===== config.mk =====
export PLATFORM = sky130hd
export DESIGN_NAME = regex_pc_scheduler
export DESIGN_NICKNAME = d
export VERILOG_FILES = /design/src/rtl/regex_pc_scheduler.sv
export SDC_FILE = /design/constraint.sdc
export NUM_CORES = 1
export LEC_CHECK = 0
export CELL_PAD_IN_SITES_DETAIL_PLACEMENT = 0
export CELL_PAD_IN_SITES_GLOBAL_PLACEMENT = 1
export CORE_ASPECT_RATIO = 1.1
export CORE_MARGIN = 4
export CORE_UTILIZATION = 51
export CTS_BUF_LIST = sky130_fd_sc_hd__clkbuf_4 sky130_fd_sc_hd__clkbuf_8 sky130_fd_sc_hd__clkbuf_16
export DETAILED_ROUTE_END_ITERATION = 6
export PLACE_DENSITY_LB_ADDON = 0.1
export SLEW_MARGIN = 20
export SYNTH_ARGS = -nofsm -noshare
export SYNTH_HDL_FRONTEND = slang
export SYNTH_SLANG_ARGS = --single-unit
export TNS_END_PERCENT = 1

===== constraint.sdc =====
create_clock -name clk -period 3.7 [get_ports clk]
set_clock_uncertainty 0.1 [all_clocks]
set_input_delay 0.925 -clock clk [delete_from_list [all_inputs] [get_ports clk]]
set_output_delay 0.925 -clock clk [all_outputs]
set_load 0.01 [all_outputs]

===== src/rtl/regex_pc_scheduler.sv =====
`default_nettype none
// +--------------------------------------------------------------------------+
// | regex_pc_scheduler: two-bank PC thread scheduler in front of the regex    |
// | CPU; dispatches current-character PCs and advances the character stream. |
// | Revision: 1.0                                                             |
// +--------------------------------------------------------------------------+
module regex_pc_scheduler #(
  parameter int PC_WIDTH        = 8,
  parameter int CHARACTER_WIDTH = 8,
  parameter int FIFO_DEPTH_LOG2 = 4,
  parameter int COUNT_WIDTH     = 16
) (
  input  logic                       clk,
  input  logic                       reset,
  input  logic                       start,
  input  logic                       char_in_valid,
  input  logic [CHARACTER_WIDTH-1:0] char_in_data,
  output logic                       char_in_ready,
  output logic [CHARACTER_WIDTH-1:0] current_character,
  output logic                       cpu_pc_valid,
  output logic [PC_WIDTH-1:0]        cpu_pc,
  input  logic                       cpu_pc_ready,
  input  logic                       ret_pc_valid,
  input  logic [PC_WIDTH-1:0]        ret_pc,
  input  logic                       ret_pc_is_directed_to_current,
  output logic                       ret_pc_ready,
  input  logic                       cpu_running,
  input  logic                       cpu_accepts,
  output logic                       busy,
  output logic                       done,
  output logic                       accepted,
  output logic [COUNT_WIDTH-1:0]     char_count
);

  localparam int DEPTH = 1 << FIFO_DEPTH_LOG2;
  localparam int CW    = FIFO_DEPTH_LOG2 + 1;
  localparam logic [CW-1:0] FULL_COUNT = CW'(DEPTH);

  localparam logic [1:0] S_IDLE = 2'd0;
  localparam logic [1:0] S_LOAD = 2'd1;
  localparam logic [1:0] S_RUN  = 2'd2;
  localparam logic [1:0] S_DONE = 2'd3;

  logic [1:0] state;
  logic [1:0] state_next;
  logic       sel;
  logic [1:0] quiet_count;

  logic [PC_WIDTH-1:0]        mem [2][DEPTH];
  logic [FIFO_DEPTH_LOG2-1:0] rd_ptr [2];
  logic [FIFO_DEPTH_LOG2-1:0] wr_ptr [2];
  logic [CW-1:0]              count [2];

  logic start_ok;
  logic cur_empty;
  logic nxt_empty;
  logic tgt;
  logic pop;
  logic push;
  logic quiescent;
  logic quiet_done;
  logic bank_pop [2];
  logic bank_push [2];

  assign start_ok   = start && (state == S_IDLE || state == S_DONE);
  assign cur_empty  = (count[sel] == '0);
  assign nxt_empty  = (count[~sel] == '0);
  assign tgt        = ret_pc_is_directed_to_current ? sel : ~sel;
  assign pop        = cpu_pc_valid && cpu_pc_ready;
  assign push       = ret_pc_valid && ret_pc_ready;
  assign quiescent  = cur_empty && !cpu_running && !ret_pc_valid && !pop;
  // Second consecutive quiescent cycle: nothing can still be in flight.
  assign quiet_done = (state == S_RUN) && quiescent && (quiet_count != 2'd0);

  always_comb begin
    for (int b = 0; b < 2; b++) begin
      bank_pop[b]  = pop && (sel == 1'(b));
      bank_push[b] = push && (tgt == 1'(b));
    end
  end

  always_ff @(posedge clk) begin
    if (reset) state <= S_IDLE;
    else       state <= state_next;
  end

  always_comb begin
    state_next = state;
    case (state)
      S_IDLE, S_DONE: if (start) state_next = S_LOAD;
      S_LOAD:         if (char_in_valid) state_next = S_RUN;
      S_RUN: begin
        if (cpu_accepts) begin
          state_next = S_DONE;
        end else if (quiet_done) begin
          if (current_character == '0 || nxt_empty) state_next = S_DONE;
          else                                       state_next = S_LOAD;
        end
      end
      default: state_next = S_IDLE;
    endcase
  end

  always_comb begin
    busy          = (state == S_LOAD) || (state == S_RUN);
    done          = (state == S_DONE);
    char_in_ready = (state == S_LOAD);
    cpu_pc_valid  = (state == S_RUN) && !cur_empty;
    cpu_pc        = mem[sel][rd_ptr[sel]];
    // A full CUR still accepts when its head leaves in the same cycle.
    ret_pc_ready  = (state == S_RUN) &&
                    ((count[tgt] != FULL_COUNT) ||
                     ((tgt == sel) && cpu_pc_valid && cpu_pc_ready));
  end

  always_ff @(posedge clk) begin
    if (start_ok)  mem[0][0] <= '0;
    else if (push) mem[tgt][wr_ptr[tgt]] <= ret_pc;
  end

  always_ff @(posedge clk) begin
    if (reset) begin
      sel               <= 1'b0;
      quiet_count       <= 2'd0;
      current_character <= '0;
      char_count        <= '0;
      accepted          <= 1'b0;
      for (int b = 0; b < 2; b++) begin
        rd_ptr[b] <= '0;
        wr_ptr[b] <= '0;
        count[b]  <= '0;
      end
    end else begin
      if (start_ok) begin
        sel        <= 1'b0;
        char_count <= '0;
        accepted   <= 1'b0;
        rd_ptr[0]  <= '0;
        wr_ptr[0]  <= FIFO_DEPTH_LOG2'(1);
        count[0]   <= CW'(1);
        rd_ptr[1]  <= '0;
        wr_ptr[1]  <= '0;
        count[1]   <= '0;
      end
      if (state == S_LOAD && char_in_valid) begin
        current_character <= char_in_data;
        quiet_count       <= 2'd0;
        if (char_count != {COUNT_WIDTH{1'b1}})
          char_count <= char_count + COUNT_WIDTH'(1);
      end
      if (state == S_RUN) begin
        if (quiescent)
          quiet_count <= (quiet_count == 2'd3) ? quiet_count : quiet_count + 2'd1;
        else
          quiet_count <= 2'd0;
        for (int b = 0; b < 2; b++) begin
          rd_ptr[b] <= rd_ptr[b] + FIFO_DEPTH_LOG2'(bank_pop[b]);
          wr_ptr[b] <= wr_ptr[b] + FIFO_DEPTH_LOG2'(bank_push[b]);
          count[b]  <= count[b] + CW'(bank_push[b]) - CW'(bank_pop[b]);
        end
        if (cpu_accepts)
          accepted <= 1'b1;
        else if (quiet_done && current_character != '0 && !nxt_empty)
          sel <= ~sel;
      end
    end
  end

endmodule
`default_nettype wire


After elaboration in Yosys (flattened, before gate mapping). Memory sizes are Yosys's and may differ from the RTL's. A register that Yosys moved wholly into a read port is not among the register bits. Cells that the tools add are included. W data, S select, Z words.

Equality and inequality tests: 11. Add/subtract/negate cells: 10. Reductions and logical operators: 40. $lt $le $gt $ge: 3. Multiplexer cells: 56. Bitwise operators: 16.

Operators by type and width (count): $mux W128 (3); $reduce_or A128 Y1 (1); $mux W16 (3); $bmux W8 S4 (1); $demux W8 S4 (1); $mux W4 (8); $mux W8 (3); $mux W1 (23); $logic_and A1 B1 Y1 (20); $mux W5 (4); $mux W2 (9); $add A16 B1 Y16 const B (1); $add A4 B1 Y4 (4); $ne A16 B16 Y1 const B (1); $or A1 B1 Y1 (12); $add A5 B1 Y5 (2); $ge A5 B5 Y1 const B (2); $logic_not A5 Y1 (2); $not A4 Y5 (2); $sub A5 B1 Y5 (2); $logic_not A8 Y1 (1); $reduce_bool A8 Y1 (1); $eq A2 B2 Y1 const B (3); $ne A3 B3 Y1 const B (2); other kinds (15) (25).

Memories: 4. Input port bits: 25. Flip-flop bits (word level): 30. Logic and storage cells: 146. Bits in writable memories: 282. Output and inout port bits: 38.

Memories: mem (words 2, bits a word 128, rd ports 1, clocked after memory_dff 1, write ports 1, line 49) `logic [PC_WIDTH-1:0] mem [2][DEPTH];`; count (words 2, bits a word 5, rd ports 5, clocked after memory_dff 1, write ports 2, line 52) `logic [CW-1:0] count [2];`; rd_ptr (words 2, bits a word 4, rd ports 3, clocked after memory_dff 1, write ports 2, line 50) `logic [FIFO_DEPTH_LOG2-1:0] rd_ptr [2];`; wr_ptr (words 2, bits a word 4, rd ports 3, clocked after memory_dff 0, write ports 2, line 51) `logic [FIFO_DEPTH_LOG2-1:0] wr_ptr [2];`.

Longest topological paths before layout. Gate-level depths: netlist (run 1).

Depth in word-level cells: 14. Mapped depth: 15. Mapped depth without buffers: 14.

Least setup slack after synthesis (run 1). OpenSTA, ideal clock, no wires.

Path kind: input-to-reg. Start: in ret_pc_is_directed_to_current. End: mem count[0][4] (netlist name) (data pin). Stages on the path: 13. Library setup time: 0.260 ns. Setup slack: 0.261 ns. Buffers on the path: 0. Required time: 3.340 ns. Data arrival time: 3.079 ns. Cells stage by stage: xnor2_1 -> or3b_1 -> a32o_1 -> and2_1 -> and3_1 -> ha_1 -> inv_1 -> fa_1 -> inv_1 -> a21o_1 -> a21oi_1 -> xnor2_1 -> nor2_1.

RTL lines: start: declaration (line 25) `input logic ret_pc_is_directed_to_current,`; end: declaration (line 52).

==> results of run 1 <==
-- cell type report --
type	instances	area (µm²)
Clock buffer	40	826
Clock inverter	16	185
Fill cell	1906	9370
Inverter	29	109
Multi-Input combinational cell	540	4140
Sequential cell	312	9070
Tap cell	346	433
Timing Repair Buffer	158	1440
-- registers in the layout, summed over array words and instances, names as in the netlist, 2 cells and up --
name	flops
quiet_count	2
state	2
rd_ptr	8
current_character	8
mem	256
count	10
char_count	16
wr_ptr	8
-- metal layers --
metal,vias up,wire length (µm)
met1,4177,13200
met5,-,0
met4,0,1010
met3,59,1930
li1,3879,-
met2,263,15900
-- power by group --
part	internal [µW]	switching, µW
logic	862	1040
clock network	1840	1250
registers	3970	135
-- cells in the mapped netlist (2+ instances only) --
| library cell | count |
|---|---|
| sky130_fd_sc_hd__o21ai_0 | 9 |
| sky130_fd_sc_hd__o22ai_1 | 51 |
| sky130_fd_sc_hd__o211ai_1 | 2 |
| sky130_fd_sc_hd__a21o_1 | 6 |
| sky130_fd_sc_hd__a311oi_1 | 4 |
| sky130_fd_sc_hd__ha_1 | 25 |
| sky130_fd_sc_hd__and3_1 | 29 |
| sky130_fd_sc_hd__fa_1 | 2 |
| sky130_fd_sc_hd__mux2_2 | 4 |
| sky130_fd_sc_hd__dfxtp_1 | 30 |
| sky130_fd_sc_hd__edfxtp_1 | 282 |
| sky130_fd_sc_hd__nand2_1 | 39 |
| sky130_fd_sc_hd__a21oi_1 | 31 |
| sky130_fd_sc_hd__buf_2 | 12 |
| sky130_fd_sc_hd__nand3_1 | 17 |
| sky130_fd_sc_hd__a211oi_1 | 9 |
| sky130_fd_sc_hd__clkbuf_1 | 28 |
| sky130_fd_sc_hd__a211o_1 | 6 |
| sky130_fd_sc_hd__nor3b_1 | 5 |
| sky130_fd_sc_hd__or4_1 | 3 |
| sky130_fd_sc_hd__inv_1 | 29 |
| sky130_fd_sc_hd__or3_1 | 3 |
| sky130_fd_sc_hd__nor4_1 | 12 |
| sky130_fd_sc_hd__xnor2_1 | 10 |
| sky130_fd_sc_hd__and2_1 | 5 |
| sky130_fd_sc_hd__nor3_1 | 30 |
| sky130_fd_sc_hd__buf_1 | 3 |
| sky130_fd_sc_hd__nand2b_1 | 3 |
| sky130_fd_sc_hd__nand4_1 | 7 |
| sky130_fd_sc_hd__xor2_1 | 10 |
| sky130_fd_sc_hd__nor2_1 | 67 |
| sky130_fd_sc_hd__mux2i_1 | 99 |
| sky130_fd_sc_hd__mux4_2 | 15 |
| sky130_fd_sc_hd__nor2b_1 | 4 |
| sky130_fd_sc_hd__nand3b_1 | 4 |
| sky130_fd_sc_hd__a31oi_1 | 4 |
| sky130_fd_sc_hd__nor4b_1 | 2 |
| sky130_fd_sc_hd__or2_2 | 2 |
-- stage by stage --
stage	std cells	instance area [µm²]	total power, µW
3_3_place_gp	1374	15000	5960
5_1_grt	1441	16200	9450
2_1_floorplan	924	13400	5250
3_5_place_dp	1374	15000	6000
6_report	1441	16200	9100
4_1_cts	1435	16100	9140
-- cells by family after synthesis --
kind of cell             synth area share (%)
XOR/XNOR                                 1.31
AND/OR/NAND/NOR                          8.95
buffers and inverters                    2.13
flip-flops                               67.8
adder cells (fa/ha/maj)                  2.64
AO/OA/AOI/OAI                            6.76
multiplexers                             10.5
-- final timing paths --
kind / from / endpoint / slack [ns] / cells after the start
setup / recovery: rd_ptr[0][0]$_SDFFCE_PN0P_ / cpu_pc[6] / -0.06 / 8
hold / removal: current_character[1]$_SDFFE_PP0P_ / current_character[1]$_SDFFE_PP0P_ / 0.37 / 2
hold reg to reg: current_character[1]$_SDFFE_PP0P_ / current_character[1]$_SDFFE_PP0P_ / 0.37 / 2
setup reg to reg: count[0][0]$_DFFE_PP_ / count[1][4]$_SDFFCE_PN0P_ / 0.11 / 14
-- what timing repair did --
action / in CTS / in global routing
cloned: 0 / 1
gates resized for setup: 33 / 12
setup endpoints to repair: 10 / 7
setup buffers: 5 / 5
pin swaps: 2 / 1
-- critical path, stage by stage (launching register included) --
cell,delay (ns)
sky130_fd_sc_hd__edfxtp_1,0.41
sky130_fd_sc_hd__buf_12,0.17
sky130_fd_sc_hd__buf_4,0.18
sky130_fd_sc_hd__buf_4,0.13
sky130_fd_sc_hd__mux4_2,0.49
sky130_fd_sc_hd__mux2_2,0.29
sky130_fd_sc_hd__o22ai_2,0.18
sky130_fd_sc_hd__nor2_1,0.10
sky130_fd_sc_hd__clkdlybuf4s15_1,0.25
==> summary by stage, run 1 <==
Layout
The final core utilization is 63.4%. At the end of the flow, the number of nets in the layout was 1,123. The top cell types in the final layout, fill and taps aside, are sky130_fd_sc_hd__edfxtp_1 (282), sky130_fd_sc_hd__mux2i_1 (99), sky130_fd_sc_hd__buf_4 (89), sky130_fd_sc_hd__nor2_1 (67), sky130_fd_sc_hd__clkdlybuf4s50_1 (52). The fraction of layout instances using a drive strength above 1 is between 10% and 20%.

The most frequent standard cell in the layout excluding fill and tap cells is sky130_fd_sc_hd__edfxtp_1. The total inserted antenna cells is 0. Compared with the post-synthesis result, the final layout area differs by 21.0%.

Worst setup path
For the worst setup path, the data arrival time is approximately 2.7 ns. The endpoint type of the worst setup path is an output pin. The maximum fanout along the worst path is 6. The worst setup path is of the flop to output pin kind. The worst setup path is launched from a flop. The required time at the endpoint of the critical path is 2.67 ns.

Clocking
The count of H-tree levels built during CTS is 1. The CTS root buffer is sky130_fd_sc_hd__clkbuf_16. Clock-pin slew was measured on the worst setup and hold paths at 0.06 ns.

At the later pin of the worst-skew pair, clock insertion delay measures between 0.5 and 0.6 ns. The number of clock buffers inserted by TritonCTS is 30. TritonCTS built the clock tree. The number of hold buffers added after CTS is 0.

The maximum buffer depth of the clock tree is 3. CTS saw between 300 and 400 sinks.

Synth
In the post-synthesis netlist, the biggest area contributors are sky130_fd_sc_hd__edfxtp_1 (63%), sky130_fd_sc_hd__mux2i_1 (7.4%), sky130_fd_sc_hd__dfxtp_1 (4.5%). After synthesis, the largest area contributor takes up 63.3% of total cell area. The average size of a mapped cell is 14.5 µm². The sequential cell area fraction in the yosys report is 67.8%. The Yosys step of the flow raised 0 warnings. The number of nets in the synthesized netlist is 976. Counting flops with an async set or reset pin after synthesis yields a share of 0%. In this run, distinct cell masters in the synthesized netlist total 59. The number of enable-type register cells in the synthesized netlist is about 280. Among all flip-flop cells after synthesis, the most frequent one is sky130_fd_sc_hd__edfxtp_1. The mapped cell area is 13,400 µm². The largest total area in the synthesized netlist belongs to sky130_fd_sc_hd__edfxtp_1. Synthesis produced 924 cells. Counting flops and latches in the post-synthesis netlist gives 312.

Route
Before antenna repair, the detailed router went through 5 iterations. The count of nets left with antenna violations once routing finished came out at 0. After detailed routing, the average wire length per cell comes to 22.3 µm. In the routed design, unresolved DRC markers number 0. For this block, the via count after detailed routing is roughly 8,400. The DRC marker count from the first detailed-route iteration is 555.

The post-detailed-routing wire length is 32,100 µm. Using the TritonRoute via totals, the vias-per-cell ratio works out to slightly below 6.

Global route
The met1 capacity usage during global routing is roughly 29%. The via count of the first global-routing pass is 8,748. The layer with the highest usage after global routing is met2.

The initial antenna violation count was 0. Global routing used 22.1% of the available tracks. The leftover overflow at the end of global routing is 0. The first global-routing pass estimated 49,200 µm of wire. The met2 usage is 37.9%.

Entering global routing, the biggest net connects 33 pins. The met3 routing resource usage after global routing is 3.69%.

STA
The accumulated negative setup slack is -0.0559 ns. The final hold slack is 0.373 ns. Setup repair after global routing could not meet its margin everywhere. The clock period minus final worst setup slack is between 3 and 4 ns.

In this run the tightest slew margin relative to its limit is 43.0%. The total of endpoints with negative setup slack in the final report is 1. The maximum clock rate is 0.266 GHz. The number of pins exceeding their max-slew limit in the final report is 0. The slew at the pin closest to its max-slew limit is around 0.85 ns. Once routing completed, OpenROAD measured the worst setup slack at -0.0559 ns.

The final critical path takes up 102% of the cycle. The number of hold violations in the final report is 0.

Placed design
Routability-driven placement finished with a final weighted congestion of 0.856. The count of buffers inserted at the top-level ports is between 60 and 70. After legalization and detailed placement, the total HPWL measured 21,300 µm. Prior to clock tree synthesis, the placed netlist has a worst setup slack of -0.307 ns.

Job
The tool flagged a number of max-cap violations equal to 0.

Floorplan
The placeable core region is 25,600 µm². The floorplan step set the die height to 178 µm. The count of boundary I/O pins is 63. The die covers between 20,000 and 30,000 µm². The starting utilization of the core area is 52.4%.

The count of standard-cell rows is 61. The floorplan step set the die width to 162 µm.

Pwr
The highest ir drop seen on vdd is 0.256 mV. The standby leakage power is 0.00606 µW. The power density over the cells is 562 nW/µm².

Run status
The checks that failed: negative setup slack. The flow ran to the end, but the final reports show violations.

Hold path
The path class of the tightest hold or removal check is flop to flop.
Note: power is estimated with default switching activity, not from simulation.
==> run 2: changes to the inputs <==
Settings changed: CTS_CLUSTER_DIAMETER from default to 150, CTS_CLUSTER_SIZE from default to 8.
==> run 2 against run 1 <==
Sequential power hardly changed. Total power up 6.0%. Core utilization is 0.84 points higher. Hold slack got worse by 0.0025 ns. Sequential share of layout area fell by 0.73 points. Clock-buffer cell count grew 21. Critical endpoint unchanged. Combinational power is essentially flat. Non-clock buffer count is 5 lower. Flip-flop and latch count unchanged. Critical path depth fell by 2. Global-route usage increased by 0.49 points. Largest power group unchanged. The flow now finishes without violations. Wire length shrank 0.17%.
==> summary by stage, run 2 (same netlist as run 1, synthesis figures left out) <==
Route
The via-per-instance ratio is 5.85. The remaining number of nets flagged by the antenna check after routing is 0. The detailed router finished its first iteration with 530 violations.

The count of vias placed by the detailed router is 8,437. The routed design has 32,100 µm of wire. The per-cell routed wire length is 22.2 µm. For this run, the detailed router's first-pass iteration total came to 4. The number of design rule violations left after detail routing is 0.

Worst setup path
Walking the worst path, the cells encountered are buf_12 -> mux4_2 -> mux2_2 -> o22ai_2 -> nor2_1 -> dlygate4sd2_1. In this design, the largest share of critical-path delay is due to multiplexers. The number of buffer and inverter stages on the critical path is 2.

The endpoint type of the worst setup path is an output pin. The cell at the slowest stage of the critical path is sky130_fd_sc_hd__mux4_2. The maximum fanout along the worst path is 30.

The peak per-stage delay on the critical path is 0.53 ns. The arrival time of the worst setup path is 2.62 ns. The startpoint type of the worst setup path is a flop.

The startpoint-to-endpoint class of the critical path is flop to output pin. The required time at the endpoint of the critical path is 2.67 ns.

Clocking
The maximum buffer depth of the clock tree is 3. The tree is rooted in a sky130_fd_sc_hd__clkbuf_16. The number of clock buffers inserted by TritonCTS is 44. The clock-pin slew on the worst setup and hold paths is 0.05 ns. The tree built by TritonCTS fans out to 312 sinks. TritonCTS built the clock tree. The clock reaches the later pin of the worst-skew pair after 0.52 ns.

The number of hold buffers added after CTS is 0. The count of H-tree levels built during CTS is 2.

Hold path
The path class of the tightest hold or removal check is flop to flop.

Layout
The synthesis-to-layout area growth is 22.6%. In the layout the commonest cells are sky130_fd_sc_hd__edfxtp_1 (282), sky130_fd_sc_hd__mux2i_1 (99), sky130_fd_sc_hd__buf_4 (84), sky130_fd_sc_hd__nor2_1 (67), sky130_fd_sc_hd__clkdlybuf4s50_1 (53). The largest register by flop count is mem.

The register with the most flip-flops in the layout has 256 of them. The count of non-filler cells in the finished layout is 1,443. The post-route netlist has about a fifth of its cells at a drive strength greater than 1.

For this run, the post-layout net count is ~1,100. In the final layout, the registers with the most flip-flops are mem (256), char_count (16), count (10). The total inserted antenna cells is 0. The most frequent standard cell in the layout excluding fill and tap cells is sky130_fd_sc_hd__edfxtp_1.

Floorplan
For this configuration, the core starts out at a cell density of a little over half. The placeable core region is 25,600 µm². From left edge to right edge, the die measures 162 µm. Row generation in the floorplan step produced 61 rows. The count of boundary I/O pins is 63. The die is 178 µm tall. The die covers 28,900 µm².

Placed design
After legalization and detailed placement, the total HPWL measured 21,300 µm. The weighted congestion at the end of routability-driven global placement is 0.856. The count of buffers inserted at the top-level ports is 62. The cell count after placement is approximately 1,400. OpenSTA, run right after detailed placement, puts the worst setup slack at -0.307 ns.

Pwr
The worst-case IR drop observed on VDD is 0.338 mV. Power spread over the standard cell area amounts to approximately 600 nW/µm². Summed over all cells, the static leakage comes to 0.00615 µW. The post-layout total power is 9650 µW.

STA
Setup repair after global routing could not meet its margin everywhere. The number of hold violations in the final report came to 0. The number of pins exceeding their max-slew limit in the final report is 0. The accumulated negative setup slack is 0 ns. The clock period minus final worst setup slack is 3.64 ns. The minimum setup slack in the final design is 0.0579 ns.

The total of endpoints with negative setup slack in the final report is 0. Timing would allow up to 0.275 GHz. The worst path uses 98.4% of the clock period. Headroom to the max-slew limit came out at 43.2%. The slew at the pin closest to its max-slew limit is 0.848 ns.

Global route
Entering global routing, the biggest net connects 33 pins. The first global-routing pass estimated roughly 50,000 µm of wire. The overall global routing resource usage is 22.6%. After global routing the overflow that remains totals 0. The initial antenna violation count is 0. The via count of the first global-routing pass is 8,866.

Run status
The run finished with clean final reports.

Job
The count of max-cap constraint violations is 0.
run 2: changes by cell type in the layout (fill, tap and decap cells not counted), moves of 3 or more:
| cell | before | now |
|---|---|---|
| sky130_fd_sc_hd__clkbuf_16 | 31 | 45 |
| sky130_fd_sc_hd__clkinv_2 | 3 | 0 |
| sky130_fd_sc_hd__buf_4 | 89 | 84 |
| sky130_fd_sc_hd__dlygate4sd2_1 | 3 | 7 |
| sky130_fd_sc_hd__clkbuf_4 | 10 | 16 |
| sky130_fd_sc_hd__clkinv_1 | 7 | 0 |
| sky130_fd_sc_hd__bufinv_16 | 4 | 0 |
run 2: stage by stage:
| step | instance area (µm²) | util (%) | hold WS (ns) |
|---|---|---|---|
| 2_1_floorplan | 13400 | - | 0.366 |
| 5_1_grt | 16400 | 64.2 | 0.399 |
| 3_5_place_dp | 15000 | 58.6 | 0.364 |
| 4_1_cts | 16400 | 64.1 | 0.374 |
| 6_report | 16400 | 64.2 | 0.370 |
| 3_3_place_gp | 15000 | 58.6 | 0.364 |
run 2: tightest hold or removal path, cell delays in order, from the launching register on:
cell	delay (ns)
sky130_fd_sc_hd__dfxtp_1	0.32
sky130_fd_sc_hd__nand2_1	0.05
sky130_fd_sc_hd__a21oi_1	0.05
run 2: report_power, final:
group	switching (µW)	leakage (µW)	total (µW)	internal, µW
clock network	1350	0.000637	3650	2310
logic	1030	0.00225	1880	847
registers	132	0.00326	4120	3980
total	2510	0.00615	9650	7140
run 2: cell type report:
type                    instances  area (µm²)
clock inverters                 2        17.5
flip-flops and latches        312        9070
multi-input cells             540        4140
well taps                     346         433
fillers                      1875        9150
repair buffers                153        1400
clock buffers                  61        1250
inverters                      29         109
run 2: path summary, 6_finish.rpt:
check                                     from                                 to  slack (ns)  depth (start not counted)
max                 rd_ptr[1][0]$_SDFFCE_PN0P_                          cpu_pc[6]        0.06                          6
min          current_character[1]$_SDFFE_PP0P_  current_character[1]$_SDFFE_PP0P_        0.37                          2
max reg2reg              count[0][0]$_DFFE_PP_          count[1][4]$_SDFFCE_PN0P_        0.12                         14
min reg2reg  current_character[1]$_SDFFE_PP0P_  current_character[1]$_SDFFE_PP0P_        0.37                          2
run 2: what timing repair did:
action / CTS / global route
pin swaps: 2 / 2
hold endpoints to repair: 0 / 0
buffers inserted: 6 / 0
resized for setup: 29 / 7
setup endpoints to repair: 9 / 7
run 2: layer usage:
metal,up-vias,track usage (%),wire length [µm]
li1,3891,-,-
met1,4176,29.1,12900
met2,305,38.7,16100
met3,65,4.37,2150
met4,0,7.65,946
met5,-,0,0
==> run 3: changes to the inputs <==
Settings changed: CORE_UTILIZATION 51 to 30.
==> run 3 against run 2 <==
Clock-buffer cell count down 8. Clock power down 1%. Wire length up 18%. Maximum frequency down 1.3%. Flip-flop and latch count unchanged. Total power up 0.55%. Critical path depth unchanged. Setup slack worse by 0.050 ns. First-iteration DRC count down 17%. Non-clock buffer count up 15. Sequential share of layout area down 0.98 points. Critical endpoint unchanged. Largest cell class unchanged.
==> summary by stage, run 3 (same netlist as run 1, synthesis figures left out) <==
Run status
The run finished with clean final reports.

Global route
The pin count of the biggest net entering global routing is 46. The initial antenna violation count was 0. The overall global routing resource usage is between 10% and 20%.

Summed over all layers, the global routing overflow is 0. The via count of the first global-routing pass is 8,473. The first-pass GRT wire length is roughly 56,000 µm.

Layout
The largest registers in the layout are mem (256), char_count (16), count (10). After filler insertion, the fill cell instance count of the layout stands at 4,152. The library cell used most frequently in the layout, excluding fill and tap cells, is sky130_fd_sc_hd__edfxtp_1. The multi-input combinational cells in the finished layout cover a total of roughly 4100 µm². At the end of the flow, the number of nets in the layout was 1,147.

The post-route cell area is around 17,000 µm². The synthesis-to-layout area growth is 24.8%. Summing all flip-flop and latch instances after layout gives 9070 µm².

In the layout the commonest cells are sky130_fd_sc_hd__edfxtp_1 (282), sky130_fd_sc_hd__mux2i_1 (99), sky130_fd_sc_hd__buf_4 (98), sky130_fd_sc_hd__nor2_1 (67), sky130_fd_sc_hd__clkdlybuf4s50_1 (53). The final core utilization is 38.2%. The largest register by flop count is mem. The flip-flop count of the largest register after layout is between 200 and 300. 0 antenna diodes ended up in the layout. Cells with a size suffix above 1 make up 19.0% of the layout.

STA
The final hold slack is roughly 0.38 ns. The headroom to the max-slew limit is 39.8%. Derived from the worst setup path, the maximum achievable clock frequency is 0.271 GHz. Setup repair after global routing could not meet its margin everywhere.

The total of endpoints with negative setup slack in the final report is 0. In the finished design, the share of the clock period the worst path needs comes to 99.8%. The routed design could run at a clock period as short as between 3 and 4 ns. The number of hold violations in the final report came to 0. The number of pins exceeding their max-slew limit in the final report is 0.

The minimum setup slack in the final design is 0.00827 ns. The slew at the pin closest to its max-slew limit is 0.900 ns.

Placed design
Prior to clock tree synthesis, the placed netlist has a worst setup slack of -0.272 ns. Summing all placed instances gives a cell area of 15,400 µm². The detailed-placement wirelength estimate is 24,800 µm. The count of buffers inserted at the top-level ports is between 60 and 70. The weighted congestion at the end of routability-driven global placement is 0.747.

Clocking
The later pin in the worst-skew pair is clocked with a latency of 0.55 ns. The number of hold buffers added after CTS is 0. The clock-pin slew on the worst setup and hold paths is ~0.050 ns.

The CTS root buffer is sky130_fd_sc_hd__clkbuf_16. The maximum buffer depth of the clock tree is 3. CTS built an H-tree with a depth of 2. The number of clock buffers inserted by TritonCTS is 44. The number of clock sinks is 312. TritonCTS built the clock tree.

Route
The DRC marker count from the first detailed-route iteration is 438. The count of vias placed by the detailed router is 8,219. In this run the remaining antenna-violating nets after routing total 0.

The post-detailed-routing wire length is 37,900 µm. After detailed routing, the average wire length per cell comes to 22.6 µm. The first-pass iteration count of the detailed router is 5.

The number of design rule violations left after detail routing is 0. The via-per-instance ratio is 4.90.

Job
Across the run, the number of max-cap violations was 0.

Floorplan
Once the floorplan was initialized, standard cells occupied 30.6% of the core. The area enclosed by the die boundary is ~48,000 µm². Pin placement for this block handled 63 I/O pins. The placeable core region is 43,700 µm². The die is 209 µm wide. The count of standard-cell rows is 80.

The vertical die dimension is 230 µm.

Worst setup path
Grouping stages by cell kind, the critical path spends the most delay in multiplexers. On the worst path, the slowest cell contributes a delay of between 0.5 and 0.6 ns. The reg-to-reg startpoint is count[0][0]$_DFFE_PP_.

The number of buffer and inverter stages on the critical path is 2. The startpoint-to-endpoint class of the critical path is flop to output pin. The startpoint type of the worst setup path is a flop. On the critical path, the stage with the largest delay is an instance of sky130_fd_sc_hd__mux4_2. The worst setup path is captured at an output pin. The critical path starts at rd_ptr[0][0]$_SDFFCE_PN0P_.

The arrival time of the worst setup path is 2.67 ns. Walking the worst path, the cells encountered are clkbuf_16 -> mux4_2 -> mux2_2 -> o32ai_1 -> nor2_1 -> dlygate4sd2_1. Of all nets on the critical path, the largest fanout is 45. For the worst setup path, the data required time is 2.67 ns.

Pwr
The post-layout total power is 9700 µW. The highest ir drop seen on vdd is 0.308 mV. The power density over the cells is between 500 and 600 nW/µm². The standby leakage power is 0.00616 µW.

Hold path
The tightest min-delay check is of the flop to flop type. The origin of the worst min-delay path is current_character[2]$_SDFFE_PP0P_.
[run 3: changes by cell type in the layout (fill, tap and decap cells not counted), sizes merged]
cell           delta
buf              +13
clkbuf            -2
clkdlybuf4s15     +1
dlygate4sd2       -5
inv               -2
[run 3: final cells by class]
| type | instances | share of cell area (%) |
|---|---|---|
| inverter | 29 | 0.652 |
| timing repair buffer | 168 | 8.94 |
| multi-input combinational | 540 | 24.7 |
| sequential | 312 | 54.3 |
| clock buffer | 53 | 7.10 |
| tap | 574 | 4.30 |
[run 3: metal layers]
metal / up-vias / share of wire (%) / track usage, %
li1: 3912 / - / -
met1: 4127 / 46 / 21.2
met2: 142 / 48 / 25.6
met3: 38 / 4.0 / 2.74
met4: 0 / 1.7 / 4.14
met5: - / 0 / 0
[run 3: power breakdown]
group	switching (µW)	internal (µW)
clock network	1400	2200
registers	135	3980
logic	1100	880
total	2630	7070
[run 3: worst register-to-register path, cell delays in order, from the launching register on]
cell and delay (ns):
sky130_fd_sc_hd__edfxtp_1 0.39, sky130_fd_sc_hd__or4_4 0.56, sky130_fd_sc_hd__or3_4 0.38, sky130_fd_sc_hd__and3_1 0.22, sky130_fd_sc_hd__and3_2 0.25, sky130_fd_sc_hd__ha_1 0.27, sky130_fd_sc_hd__inv_1 0.06, sky130_fd_sc_hd__ha_1 0.16
sky130_fd_sc_hd__inv_1 0.05, sky130_fd_sc_hd__fa_1 0.37, sky130_fd_sc_hd__inv_1 0.06, sky130_fd_sc_hd__a21o_1 0.10, sky130_fd_sc_hd__a21oi_1 0.07, sky130_fd_sc_hd__xnor2_1 0.14, sky130_fd_sc_hd__nor2_1 0.05
[run 3: metrics by stage]
| step | TNS (ns) | std cells |
|---|---|---|
| after CTS | -0.346 | 1674 |
| final | 0 | 1676 |
| after global routing | -0.161 | 1676 |
| after global placement | -0.708 | 1621 |
| after detailed placement | -0.887 | 1621 |
| after floorplan | 0 | 924 |
[run 3: final timing paths]
path	to	slack (ns)	depth (start not counted)
max	cpu_pc[6]	0.008	6
min	current_character[2]$_SDFFE_PP0P_	0.38	2
max reg2reg	count[1][4]$_SDFFCE_PN0P_	0.19	14
min reg2reg	current_character[2]$_SDFFE_PP0P_	0.38	2
[run 3: repair_timing]
action,in CTS,in global routing
setup buffers,0,1
gates resized for setup,21,18
endpoints found under the setup margin,9,9
gates cloned,0,1
pin swaps,0,2
